## config.mk

```make
export PLATFORM = sky130hd
export DESIGN_NAME = mem_bus_arbiter
export DESIGN_NICKNAME = d
export VERILOG_FILES = /design/src/rtl/mem_bus_arbiter_pkg.sv /design/src/rtl/mem_bus_arbiter_timeout_cnt.sv /design/src/rtl/mem_bus_arbiter.sv
export SDC_FILE = /design/constraint.sdc
export NUM_CORES = 1
export LEC_CHECK = 0
export CELL_PAD_IN_SITES_DETAIL_PLACEMENT = 2
export CELL_PAD_IN_SITES_GLOBAL_PLACEMENT = 2
export CORE_MARGIN = 2
export CORE_UTILIZATION = 24
export CTS_CLUSTER_SIZE = 30
export DETAILED_ROUTE_END_ITERATION = 10
export GPL_TIMING_DRIVEN = 0
export HOLD_SLACK_MARGIN = 0.08
export PLACE_DENSITY = 0.92
export SKIP_CTS_REPAIR_TIMING = 1
export SLEW_MARGIN = 20
export SYNTH_ARGS = -nofsm -noshare
export SYNTH_HDL_FRONTEND = slang
export SYNTH_SLANG_ARGS = --single-unit
```

## constraint.sdc

```tcl
create_clock -name clk -period 4.4 [get_ports clk]
set_input_delay 0.66 -clock clk [delete_from_list [all_inputs] [get_ports clk]]
set_output_delay 0.66 -clock clk [all_outputs]
set_load 0.01 [all_outputs]
```

## src/rtl/mem_bus_arbiter_pkg.sv

```systemverilog
// Shared constants for the memory bus arbiter.
//   RstEnable / Stop / NoStop / ZeroWord : common pipeline-level constants
//   ST_*                                 : arbiter FSM state encodings
`timescale 1ns/1ps
package mem_bus_arbiter_pkg;

    localparam logic        RstEnable = 1'b1;
    localparam logic        Stop      = 1'b1;
    localparam logic        NoStop    = 1'b0;
    localparam logic [31:0] ZeroWord  = 32'h0000_0000;

    localparam logic [1:0]  ST_IDLE    = 2'd0;
    localparam logic [1:0]  ST_BUS_IF  = 2'd1;
    localparam logic [1:0]  ST_BUS_MEM = 2'd2;
    localparam logic [1:0]  ST_DONE    = 2'd3;

endpackage

```

## src/rtl/mem_bus_arbiter_timeout_cnt.sv

```systemverilog
// Bus-cycle watchdog: counts bus cycles that see neither ack nor err.
//   clk, rst  : clock, synchronous active-high reset
//   clear     : hold count at zero (asserted whenever no bus cycle is open)
//   enable    : count this cycle
//   expired   : count has reached TIMEOUT-1 (never asserted when TIMEOUT = 0)
`timescale 1ns/1ps
module bus_timeout_cnt
    import mem_bus_arbiter_pkg::*;
#(
    parameter int TIMEOUT = 255
) (
    input  logic clk,
    input  logic rst,
    input  logic clear,
    input  logic enable,
    output logic expired
);

    localparam int CW = (TIMEOUT > 1) ? $clog2(TIMEOUT) : 1;

    generate
        if (TIMEOUT == 0) begin : g_off
            assign expired = 1'b0;
        end else begin : g_on
            logic [CW-1:0] count_reg;

            always_ff @(posedge clk) begin
                if (rst == RstEnable || clear) begin
                    count_reg <= '0;
                end else if (enable) begin
                    count_reg <= count_reg + CW'(1);
                end
            end

            // Expiry is seen in the TIMEOUT-th bus cycle, so the cycle is
            // terminated after exactly TIMEOUT cycles with strobe high.
            assign expired = (count_reg == CW'(TIMEOUT - 1));
        end
    endgenerate

endmodule

```

## src/rtl/mem_bus_arbiter.sv

```systemverilog
// Arbitrates one Wishbone-style memory port between instruction fetch (IF,
// read-only) and load/store (MEM). MEM has priority. Each access runs
// IDLE -> BUS_x -> DONE -> IDLE, so back-to-back grants are impossible.
//   flush_i                       : pipeline flush, discards an in-flight fetch
//   if_req_i/if_addr_i            : fetch request, held until if_done_o
//   if_rdata_o/if_done_o/if_err_o : fetch result (registered, 1-cycle pulse)
//   mem_req_i/mem_we_i/mem_sel_i/mem_addr_i/mem_wdata_i : load/store request
//   mem_rdata_o/mem_done_o/mem_err_o                    : load/store result
//   stallreq_from_if/mem          : requester waiting for its completion
//   bus_*                         : external bus master port (registered)
`timescale 1ns/1ps
module mem_bus_arbiter
    import mem_bus_arbiter_pkg::*;
#(
    parameter int AW      = 32,
    parameter int DW      = 32,
    parameter int TIMEOUT = 255
) (
    input  logic            clk,
    input  logic            rst,
    input  logic            flush_i,
    input  logic            if_req_i,
    input  logic [AW-1:0]   if_addr_i,
    output logic [DW-1:0]   if_rdata_o,
    output logic            if_done_o,
    output logic            if_err_o,
    output logic            stallreq_from_if,
    input  logic            mem_req_i,
    input  logic            mem_we_i,
    input  logic [DW/8-1:0] mem_sel_i,
    input  logic [AW-1:0]   mem_addr_i,
    input  logic [DW-1:0]   mem_wdata_i,
    output logic [DW-1:0]   mem_rdata_o,
    output logic            mem_done_o,
    output logic            mem_err_o,
    output logic            stallreq_from_mem,
    output logic            bus_cyc_o,
    output logic            bus_stb_o,
    output logic            bus_we_o,
    output logic [DW/8-1:0] bus_sel_o,
    output logic [AW-1:0]   bus_adr_o,
    output logic [DW-1:0]   bus_dat_o,
    input  logic [DW-1:0]   bus_dat_i,
    input  logic            bus_ack_i,
    input  logic            bus_err_i
);

    logic [1:0] state_reg;
    logic       discard_reg;
    logic       bus_active;
    logic       timeout;
    logic       bus_end;
    logic       bus_fail;
    logic       if_grant;
    logic       if_discard;

    assign bus_active = (state_reg == ST_BUS_IF) || (state_reg == ST_BUS_MEM);
    assign bus_end    = bus_active && (bus_ack_i || bus_err_i || timeout);
    // ack together with err is treated as an error
    assign bus_fail   = bus_err_i || timeout;
    // A fetch presented in a flush cycle belongs to the squashed path
    assign if_grant   = if_req_i && !flush_i && !mem_req_i;
    // A flush landing on the completing edge squashes that fetch as well
    assign if_discard = discard_reg || flush_i;

    assign stallreq_from_if  = (if_req_i  && !if_done_o)  ? Stop : NoStop;
    assign stallreq_from_mem = (mem_req_i && !mem_done_o) ? Stop : NoStop;

    bus_timeout_cnt #(
        .TIMEOUT (TIMEOUT)
    ) u_timeout (
        .clk     (clk),
        .rst     (rst),
        .clear   (!bus_active),
        .enable  (bus_active && !bus_ack_i && !bus_err_i),
        .expired (timeout)
    );

    always_ff @(posedge clk) begin
        if (rst == RstEnable) begin
            state_reg   <= ST_IDLE;
            discard_reg <= 1'b0;
            bus_cyc_o   <= 1'b0;
            bus_stb_o   <= 1'b0;
            bus_we_o    <= 1'b0;
            bus_sel_o   <= '0;
            bus_adr_o   <= '0;
            bus_dat_o   <= DW'(ZeroWord);
            if_rdata_o  <= DW'(ZeroWord);
            if_done_o   <= 1'b0;
            if_err_o    <= 1'b0;
            mem_rdata_o <= DW'(ZeroWord);
            mem_done_o  <= 1'b0;
            mem_err_o   <= 1'b0;
        end else begin
            // completion flags are single-cycle pulses
            if_done_o  <= 1'b0;
            if_err_o   <= 1'b0;
            mem_done_o <= 1'b0;
            mem_err_o  <= 1'b0;

            case (state_reg)
                ST_IDLE: begin
                    if (mem_req_i) begin
                        bus_cyc_o <= 1'b1;
                        bus_stb_o <= 1'b1;
                        bus_we_o  <= mem_we_i;
                        bus_sel_o <= mem_sel_i;
                        bus_adr_o <= mem_addr_i;
                        bus_dat_o <= mem_wdata_i;
                        state_reg <= ST_BUS_MEM;
                    end else if (if_grant) begin
                        bus_cyc_o <= 1'b1;
                        bus_stb_o <= 1'b1;
                        bus_we_o  <= 1'b0;
                        bus_sel_o <= '1;
                        bus_adr_o <= if_addr_i;
                        bus_dat_o <= DW'(ZeroWord);
                        state_reg <= ST_BUS_IF;
                    end
                end

                ST_BUS_IF: begin
                    // The bus cycle always runs to completion; a flush only
                    // hides its result from the fetch stage.
                    if (flush_i) begin
                        discard_reg <= 1'b1;
                    end
                    if (bus_end) begin
                        bus_cyc_o <= 1'b0;
                        bus_stb_o <= 1'b0;
                        state_reg <= ST_DONE;
                        if (!if_discard) begin
                            if_done_o <= 1'b1;
                            if_err_o  <= bus_fail;
                            if (!bus_fail) begin
                                if_rdata_o <= bus_dat_i;
                            end
                        end
                    end
                end

                ST_BUS_MEM: begin
                    if (bus_end) begin
                        bus_cyc_o  <= 1'b0;
                        bus_stb_o  <= 1'b0;
                        state_reg  <= ST_DONE;
                        mem_done_o <= 1'b1;
                        mem_err_o  <= bus_fail;
                        if (!bus_fail && !bus_we_o) begin
                            mem_rdata_o <= bus_dat_i;
                        end
                    end
                end

                ST_DONE: begin
                    discard_reg <= 1'b0;
                    state_reg   <= ST_IDLE;
                end

                default: begin
                    state_reg <= ST_IDLE;
                end
            endcase
        end
    end

endmodule

```

After elaboration in Yosys (flattened, before gate mapping)
Index checks and enable logic that the tools add are counted. W data, S select, Z words.

Add/subtract/negate cells: 1. Equality and inequality tests: 7. Muxes and demuxes: 22. Bitwise operators: 5. Reductions and logical operators: 38.

Operators with widths (number): $mux W32 (4); $mux W1 (10); $logic_not A1 Y1 (9); $add A8 B1 Y8 const B (1); $eq A8 B8 Y1 const B (1); $logic_and A1 B1 Y1 (8); $mux W4 (2); $logic_or A1 B1 Y1 (6); $mux W2 (3); $pmux W2 S3 (1); $reduce_and A2 Y1 (3); $reduce_and A3 Y1 (2); $reduce_bool A2 Y1 (3); $reduce_or A3 Y1 (2); $not A1 Y1 (5); $eq A2 B2 Y1 const B (2); $pmux W1 S2 (2); $reduce_and A4 Y1 (1); $reduce_or A2 Y1 (2); $reduce_or A4 Y1 (1); $ne A3 B3 Y1 const B (1); $eq A2 B1 Y1 const B (1); $logic_not A2 Y1 (1); $ne A2 B1 Y1 const B (1); $ne A2 B2 Y1 const B (1).

Bits in registers: 149.

Depth between registers and ports, before layout
Gate-level depths: netlist of the first run.

Depth after elaboration: 6. Gate-level depth with buffers: 8.

Modules after synthesis
Synthesis of the first run repeated with hierarchy kept, for this count alone.

Cells, all modules: 647. Area, all modules: 5683.0 µm².

By module, submodules not included: mem_bus_arbiter (times used 1, cells each 605, area an instance 5313.8 µm²); bus_timeout_cnt (times used 1, cells each 42, area an instance 369.1 µm²).

Worst setup path after synthesis of the first run
OpenSTA, ideal clock, no wires.

Path type: in2out. Start point: input mem_req_i. End point: output stallreq_from_mem. Arrival: 1288 ps. Slack: 2452 ps. Cell stages on the path: 3. Path buffers: 2. Cells stage by stage: buf_4 -> buf_2 -> nor2b_1.

Cells in the longest elaborated chain, start to end: 2.

Ends and longest elaborated chain: start: declaration (RTL line mem_bus_arbiter.sv:28) `input logic mem_req_i,`; $logic_and A1 B1 Y1 (RTL line mem_bus_arbiter.sv:67) `assign stallreq_from_mem = (mem_req_i && !mem_done_o) ? Stop : NoStop;`; $mux W1 (RTL line mem_bus_arbiter.sv:67); end: declaration (RTL line mem_bus_arbiter.sv:36) `output logic stallreq_from_mem,`.

No other way between the ends.

Worst setup path in the final report of the first run
Same ends and word-level chain as after synthesis.

==> results of run 1 <==
==> where the power goes <==
part           switching, mW  internal [mW]  total, mW  leakage [nW]
clock                  0.611          0.749       1.36         0.251
sequential             0.124           1.55       1.67          1.21
combinational          0.775          0.693       1.47          1.98
total                   1.51           2.99       4.50          3.44
==> kinds of logic after synthesis <==
logic type	Yosys count	synth area share [%]
simple gates	249	18.1
compound gates	151	17.4
flops	149	51.8
buf+inv	55	4.67
mux	33	5.73
fa+ha+maj	7	1.52
xor+xnor	5	0.760
==> final cells by class <==
| type | count | area [um^2] |
|---|---|---|
| diodes | 1 | 2.50 |
| plain buffers | 49 | 246 |
| clock buffers | 20 | 457 |
| clock inverters | 11 | 78.8 |
| fillers | 2621 | 14000 |
| inverters | 6 | 22.5 |
| multi-input cells | 445 | 2510 |
| flip-flops and latches | 149 | 2980 |
| well taps | 319 | 399 |
| repair buffers | 280 | 2800 |
==> final timing paths <==
kind	from	to	slack, ns	cells after the start
min reg2reg	mem_rdata_o[20]	mem_rdata_o[20]	0.46	2
min	mem_rdata_o[20]	mem_rdata_o[20]	0.46	2
max reg2reg	state_reg[1]	if_rdata_o[24]	2.27	8
max	mem_req_i	stallreq_from_mem	1.25	5
==> metal layers <==
layer,up-vias,routed length (um),GRT usage (%)
met5,-,0,0
met4,0,520,6.20
met3,27,1670,6.15
met2,205,12200,34.5
met1,2801,9770,21.0
li1,2808,-,-
==> worst register-to-register path: stages (launching register included) <==
cell and delay (ns):
dfxtp_1 0.39, inv_1 0.11, ha_1 0.28, buf_2 0.21, and2b_2 0.26, o2111a_2 0.28
buf_2 0.26, nand2_1 0.09, a21oi_1 0.16
==> cells in the final DEF (no fill, tap or decap), drive strengths merged, types with 2 or more instances in the layout <==
cell / netlist / routed
nand2b: 2 / 2
or3: 2 / 2
buf: 26 / 26
o21ai: 4 / 4
o2111a: 2 / 2
inv: 6 / 8
dfxtp: 149 / 149
o2111ai: 2 / 2
nand3: 4 / 4
clkinvlp: 0 / 5
nor3: 6 / 6
a211oi: 34 / 34
mux2i: 33 / 33
clkinv: 0 / 4
nand2: 135 / 135
xnor2: 4 / 4
ha: 7 / 7
nor2: 86 / 86
a22oi: 33 / 33
clkdlybuf4s50: 0 / 280
a21oi: 70 / 70
nor2b: 6 / 6
clkbuf: 23 / 43
==> per-stage QoR <==
| stage | worst slack, ns | util [%] | instance area [um^2] | power [mW] | hold WS [ns] |
|---|---|---|---|---|---|
| global placement | 1.28 | 38.1 | 8960 | 3.09 | 0.441 |
| detailed placement | 1.26 | 38.1 | 8960 | 3.18 | 0.453 |
| finish | 1.25 | 40.4 | 9500 | 4.50 | 0.457 |
| floorplan | 2.45 | - | 5760 | 2.38 | 0.472 |
| CTS | 1.22 | 40.4 | 9500 | 4.57 | 0.461 |
| global route | 1.14 | 40.4 | 9500 | 4.78 | 0.486 |
==> out/qor.csv, run 1 <==
metric;value;unit
power per cell area;474;nW/um^2
Tcrit/Tclk final;71.7;%
WP buf/inv;4;
CP most frequent cell;clkdlybuf4s50_1;
asr flop ratio synth;0;%
Die Y;159;um
# IOs;281;
GRT Util Overall;19.0;%
layout cell share with drive strength beyond 1;6.98;%
Worst slew margin;55.3;%
Layout area overhead;64.9;%
Remaining DRCs;0;
chip width;159;um
GRT overflow;0;
clk buf depth;2;
Worst-Margin Slew;0.671;ns
maxcap violations;0;
first-pass GRT wire length;38000;um
Final nets;1095;
Core Box Area;23500;um^2
Hold Crit Class;reg2reg;
Starting Density;24.5;%
Worst-path clk slew;0.06;ns
CTS tree;yes;
TritonCTS Buffers;17;
max-slew violations;0;
leakage power;3.44;nW
DRT iter0 DRCs;178;
Cells after DPL;1248;
largest net degree at the start of global routing;17;
detailed-router iteration count before antenna repair;4;
final count of negative-setup-slack endpoints;0;
vias in the first global route;6760;
Seq cells post-synth;149;
Slowest cell on crit path;clkdlybuf4s50_1;
port bufs;280;
unrepaired setup endpoints after global routing;false;
crit-path cells;clkdlybuf4s50_1, buf_4, buf_2, nor2b_1, clkdlybuf4s50_1;
Antenna Nets Post-Route;0;
final WL;24100;um
worst-path fanout max;10;
Root Buffer;clkbuf_16;
setup TNS;0;ns
data required time of the worst path;3.74;ns
clock skew;0.00887;ns
Final Hold Fails;0;
Netlist Area Pre-Place;5760;um^2
post-synth cell types;40;
status;completed;
non-filler instance count after layout;1280;
sequential share of the synthesized area;51.8;%
Rows;56;
Worst setup SP type;input pin;
max frequency;317;MHz
Mapped Cells;649;
clock sink count;149;
clk_lat worst skew;0.42;ns
Synth top area share;51.8;%
top-count cell post-synth;dfxtp_1;
top cells by area, synth;dfxtp_1, nand2_1, a21oi_1;
vias post-DR;5841;
CP max stage delay;0.55;ns
gpl congestion;0.743;
initial antenna violation count;1;
Worst EP arrival;2.49;ns
top cell family by delay on the critical path;buffers and inverters;
EDFF count, synth;0;
largest area contributor in the netlist;dfxtp_1;
H-tree depth;4;
yosys warns;0;
commonest register cell after synthesis;dfxtp_1;
Synth top cells by count;dfxtp_1, nand2_1, nor2_1, a21oi_1, a211oi_1;
Crit. End Element;output pin;
vias per cell;4.56;
hpwl dp;18800;um
fin crit period;3.15;ns
Peak supply drop;0.208;mV
Net Count, Synth;796;
Syn Area/Cell;8.88;um^2
Die Area;25300;um^2
critical path class;in2out;
DR WL/cell;18.8;um
Note: power is estimated with default switching activity, not from simulation.
==> run 2: changes to the inputs <==
--- a/config.mk
+++ b/config.mk
@@ -8,12 +8,12 @@
 export CELL_PAD_IN_SITES_DETAIL_PLACEMENT = 2
 export CELL_PAD_IN_SITES_GLOBAL_PLACEMENT = 2
 export CORE_MARGIN = 2
-export CORE_UTILIZATION = 24
+export CORE_UTILIZATION = 20
 export CTS_CLUSTER_SIZE = 30
 export DETAILED_ROUTE_END_ITERATION = 10
 export GPL_TIMING_DRIVEN = 0
 export HOLD_SLACK_MARGIN = 0.08
-export PLACE_DENSITY = 0.92
+export PLACE_DENSITY = 0.83
 export SKIP_CTS_REPAIR_TIMING = 1
 export SLEW_MARGIN = 20
 export SYNTH_ARGS = -nofsm -noshare
==> constraint.sdc (replaced) <==
create_clock -name clk -period 2.7 [get_ports clk]
set_input_delay 0.405 -clock clk [delete_from_list [all_inputs] [get_ports clk]]
set_output_delay 0.405 -clock clk [all_outputs]
set_load 0.01 [all_outputs]
==> out/qor.csv, run 2 (synthesized netlist as in run 1, its figures left out) <==
metric;value;unit;change
Worst setup SP type;input pin;;
Reg power frac;36.4;%;-0.8 points
Worst-Margin Slew;0.709;ns;+0.0385 ns
setup TNS;0;ns;unchanged
Worst-path clk slew;0.07;ns;about the same
worst-path fanout max;19;;+9
layout cell share with drive strength beyond 1;7.08;%;+0.10 points
Reg2Reg Setup Slack;0.59;ns;-1.68 ns
TritonCTS Buffers;17;;unchanged
Worst Reg-to-Reg Cells;8;;unchanged
final WL;23600;um;-2.1%
gpl congestion;0.726;;-2.2%
clk buf depth;2;;unchanged
max-slew violations;0;;unchanged
worst r2r src;state_reg[0];;
largest net degree at the start of global routing;17;;unchanged
Rows;62;;+11%
Tcrit/Tclk final;89.4;%;
crit path launch;mem_req_i;;
Worst EP arrival;2.01;ns;-0.48 ns
Crit. End Element;output pin;;
most frequent cells in the layout;clkdlybuf4s50_1, dfxtp_1, nand2_1, nor2_1, a21oi_1;;
maxcap violations;0;;unchanged
Final Hold Fails;0;;unchanged
clock sink count;149;;unchanged
fin area;9620;um^2;+1.3%
Starting Density;20.2;%;-4.3 points
Placed Area;9050;um^2;+0.91%
Die Area;30200;um^2;+19%
fin crit period;2.41;ns;
chip width;174;um;+9.3%
Internal Power;4.97;mW;+66%
vias in the first global route;6545;;-3.2%
hpwl dp;18400;um;-2.1%
status;completed;;
Final nets;1094;;-0.091%
Peak supply drop;0.307;mV;+48%
max frequency;414;MHz;
fill cell count;3243;;+24%
Remaining DRCs;0;;unchanged
GRT overflow;0;;unchanged
Worst slew margin;52.7;%;-2.6 points
Logic pwr share;31.7;%;-0.9 points
final count of negative-setup-slack endpoints;0;;unchanged
port bufs;280;;unchanged
Hold Crit Class;reg2reg;;
clk_lat worst skew;0.43;ns;about the same
initial antenna violation count;1;;unchanged
DRT iter0 DRCs;203;;+14%
Critical path destination;stallreq_from_mem;;
reg2reg end;if_rdata_o[15];;
switch share;33.4;%;-0.19 points
Root Buffer;clkbuf_16;;
power per cell area;775;nW/um^2;+64%
vias per cell;4.37;;-4.2%
unrepaired setup endpoints after global routing;false;;
GRT Util Overall;15.7;%;-3.4 points
CTS tree;yes;;
critical path class;in2out;;
Net Switching;2.49;mW;+65%
clock skew;0.0160;ns;+0.00717 ns
Antenna Nets Post-Route;0;;unchanged
clock power share;31.9;%;+1.7 points
data required time of the worst path;2.30;ns;-1.44 ns
Layout area overhead;67.0;%;
first-pass GRT wire length;36800;um;-3.2%
Core Box Area;28500;um^2;+21%
DR WL/cell;17.6;um;-6.8%
leakage power;3.47;nW;+0.79%
Die Y;174;um;+9.3%
# IOs;281;;unchanged
H-tree depth;4;;unchanged
leading cell type in the layout, fill and taps excluded;clkdlybuf4s50_1;;
detailed-router iteration count before antenna repair;4;;unchanged
vias post-DR;5879;;+0.65%
run 2: per-layer routing:
metal  wire length (um)  global-route usage, %
met4                332                   4.31
met5                  0                      0
met3               1860                   6.05
met2              11700                   28.4
met1               9680                   16.9
run 2: power groups by stage:
stage | Combinational, mW | Clock (mW) | Sequential, mW
6_report | 2.36 | 2.38 | 2.71
5_1_grt | 2.60 | 2.56 | 2.76
4_1_cts | 2.42 | 2.47 | 2.73
3_5_place_dp | 2.40 | 0 | 2.77
3_3_place_gp | 2.32 | 0 | 2.74
2_1_floorplan | 1.01 | 0 | 2.87
run 2: worst min-delay path by stage:
| stage | slack [ns] | cells after the start | start | endpoint |
|---|---|---|---|---|
| floorplan | 0.47 | 2 | u_timeout.g_on.count_reg[6] | u_timeout.g_on.count_reg[6] |
| global placement | 0.44 | 2 | mem_rdata_o[19] | mem_rdata_o[19] |
| detailed placement | 0.45 | 2 | if_rdata_o[29] | if_rdata_o[29] |
| CTS | 0.46 | 2 | if_rdata_o[29] | if_rdata_o[29] |
| global route | 0.48 | 2 | mem_rdata_o[20] | mem_rdata_o[20] |
| finish | 0.46 | 2 | mem_rdata_o[23] | mem_rdata_o[23] |
run 2: worst max-delay path: stages:
cell and delay, ns:
clkdlybuf4s50_1 0.51, buf_4 0.32, nor2b_1 0.20, clkdlybuf4s50_1 0.56
run 2: cell type report:
type                    count  area, um^2  area share, %
plain buffers              48         241           2.51
clock inverters            14         139           1.44
clock buffers              18         439           4.56
repair buffers            280        2800           29.1
multi-input cells         445        2510           26.1
diodes                      1        2.50         0.0260
flip-flops and latches    149        2980           31.0
inverters                   6        22.5          0.234
well taps                 384         480           4.99
run 2: metrics by stage:
step	hold WS [ns]	setup slack (ns)	utilization [%]	cells	power (mW)
2_1_floorplan	0.472	0.968	-	649	3.88
3_5_place_dp	0.450	0.0573	31.7	1313	5.17
3_3_place_gp	0.441	0.120	31.7	1313	5.07
4_1_cts	0.462	0.0573	33.7	1345	7.61
6_report	0.459	0.287	33.7	1345	7.46
5_1_grt	0.479	0.217	33.7	1344	7.92
==> run 3: changes to the inputs <==
--- a/config.mk
+++ b/config.mk
@@ -7,8 +7,9 @@
 export LEC_CHECK = 0
 export CELL_PAD_IN_SITES_DETAIL_PLACEMENT = 2
 export CELL_PAD_IN_SITES_GLOBAL_PLACEMENT = 2
-export CORE_MARGIN = 2
+export CORE_MARGIN = 10
 export CORE_UTILIZATION = 20
+export CTS_CLUSTER_DIAMETER = 60
 export CTS_CLUSTER_SIZE = 30
 export DETAILED_ROUTE_END_ITERATION = 10
 export GPL_TIMING_DRIVEN = 0
==> out/qor.csv, run 3 (synthesized netlist as in run 1, its figures left out) <==
metric;value;unit;change
status;completed;;
power per cell area;782;nW/um^2;+0.89%
port bufs;280;;unchanged
vias in the first global route;6644;;+1.5%
fill cell count;3250;;+0.22%
Worst EP arrival;2.00;ns;about the same
clk buf depth;2;;unchanged
Final Core Density;33.8;%;+0.057 points
Crit. End Element;output pin;;
non-filler instance count after layout;1345;;unchanged
vias post-DR;5842;;-0.63%
Tcrit/Tclk final;89.0;%;-0.36 points
Worst-path clk slew;0.07;ns;about the same
Worst-Margin Slew;0.694;ns;-0.0158 ns
DRT iter0 DRCs;154;;-24%
TritonCTS Buffers;17;;unchanged
Antenna Nets Post-Route;0;;unchanged
Starting Density;20.2;%;unchanged
data required time of the worst path;2.30;ns;about the same
H-tree depth;4;;unchanged
final WL;25600;um;+8.3%
fin crit period;2.40;ns;-0.00967 ns
worst-path fanout max;19;;unchanged
Peak supply drop;0.315;mV;+2.4%
Die Area;36000;um^2;+19%
Root Buffer;clkbuf_16;;
largest net degree at the start of global routing;17;;unchanged
Worst slew margin;53.8;%;+1.1 points
Worst setup SP type;input pin;;
final count of negative-setup-slack endpoints;0;;unchanged
clk_lat worst skew;0.43;ns;about the same
chip width;190;um;+9.2%
clock skew;0.0147;ns;-0.00133 ns
gpl congestion;0.733;;+0.89%
unrepaired setup endpoints after global routing;false;;
first-pass GRT wire length;39300;um;+7.0%
Rows;62;;unchanged
Layout area overhead;67.2;%;
initial antenna violation count;3;;+2
maxcap violations;0;;unchanged
fin area;9640;um^2;+0.17%
# IOs;281;;unchanged
GRT Util Overall;14.0;%;-1.6 points
Final nets;1094;;unchanged
vias per cell;4.34;;-0.63%
Core Box Area;28500;um^2;unchanged
hpwl dp;20500;um;+12%
max-slew violations;0;;unchanged
leading cell type in the layout, fill and taps excluded;clkdlybuf4s50_1;;
detailed-router iteration count before antenna repair;4;;unchanged
Remaining DRCs;0;;unchanged
max frequency;416;MHz;+0.40%
setup TNS;0;ns;unchanged
Final Hold Fails;0;;unchanged
Cells after DPL;1313;;unchanged
CTS tree;yes;;
GRT overflow;0;;unchanged
most frequent cells in the layout;clkdlybuf4s50_1, dfxtp_1, nand2_1, nor2_1, a21oi_1;;
Hold Crit Class;reg2reg;;
leakage power;3.48;nW;+0.23%
layout cell share with drive strength beyond 1;7.08;%;unchanged
clock sink count;149;;unchanged
Tot Pwr;7.54;mW;+1.1%
DR WL/cell;19.0;um;+8.3%
critical path class;in2out;;
Die Y;190;um;+9.2%
Placed Area;9050;um^2;unchanged
run 3: metrics by stage:
stage | hold WS (ns) | setup WS (ns)
2_1_floorplan | 0.472 | 0.968
3_3_place_gp | 0.442 | 0.107
3_5_place_dp | 0.450 | 0.0736
4_1_cts | 0.459 | 0.0696
5_1_grt | 0.478 | 0.187
6_report | 0.457 | 0.297
run 3: metal layers:
layer  track usage, %  share of wire (%)  routed length [um]  vias to the layer above
met2             23.9                 48               12400                      200
li1                 -                  -                   -                     2807
met5                0              0.098                  25                        -
met3             6.94                9.0                2310                       17
met4             3.14                1.0                 263                        4
met1             15.4                 42               10600                     2814
run 3: final cells by class:
class	count	area [um^2]	share of cell area (%)
timing repair buffer	280	2800	29.1
inverter	6	22.5	0.234
multi-input combinational	445	2510	26.1
clock inverter	14	155	1.61
sequential	149	2980	30.9
antenna	1	2.50	0.0260
buffer	48	241	2.51
tap	384	480	4.99
clock buffer	18	439	4.56
run 3: worst paths after layout:
| kind | start | endpoint | slack, ns | cells past startpoint |
|---|---|---|---|---|
| hold / removal | mem_rdata_o[25] | mem_rdata_o[25] | 0.46 | 2 |
| hold reg to reg | mem_rdata_o[25] | mem_rdata_o[25] | 0.46 | 2 |
| setup reg to reg | state_reg[1] | mem_rdata_o[23] | 0.61 | 8 |
| setup / recovery | mem_req_i | stallreq_from_mem | 0.30 | 4 |
run 3: worst max-delay path: stages:
cell and delay [ns]:
clkdlybuf4s50_1 0.52, buf_4 0.31, nor2b_1 0.18, clkdlybuf4s50_1 0.56
run 3: power by group:
group | internal, mW | switching, mW | leakage (nW)
combinational | 1.13 | 1.25 | 1.97
clock | 1.34 | 1.11 | 0.290
sequential | 2.52 | 0.190 | 1.21
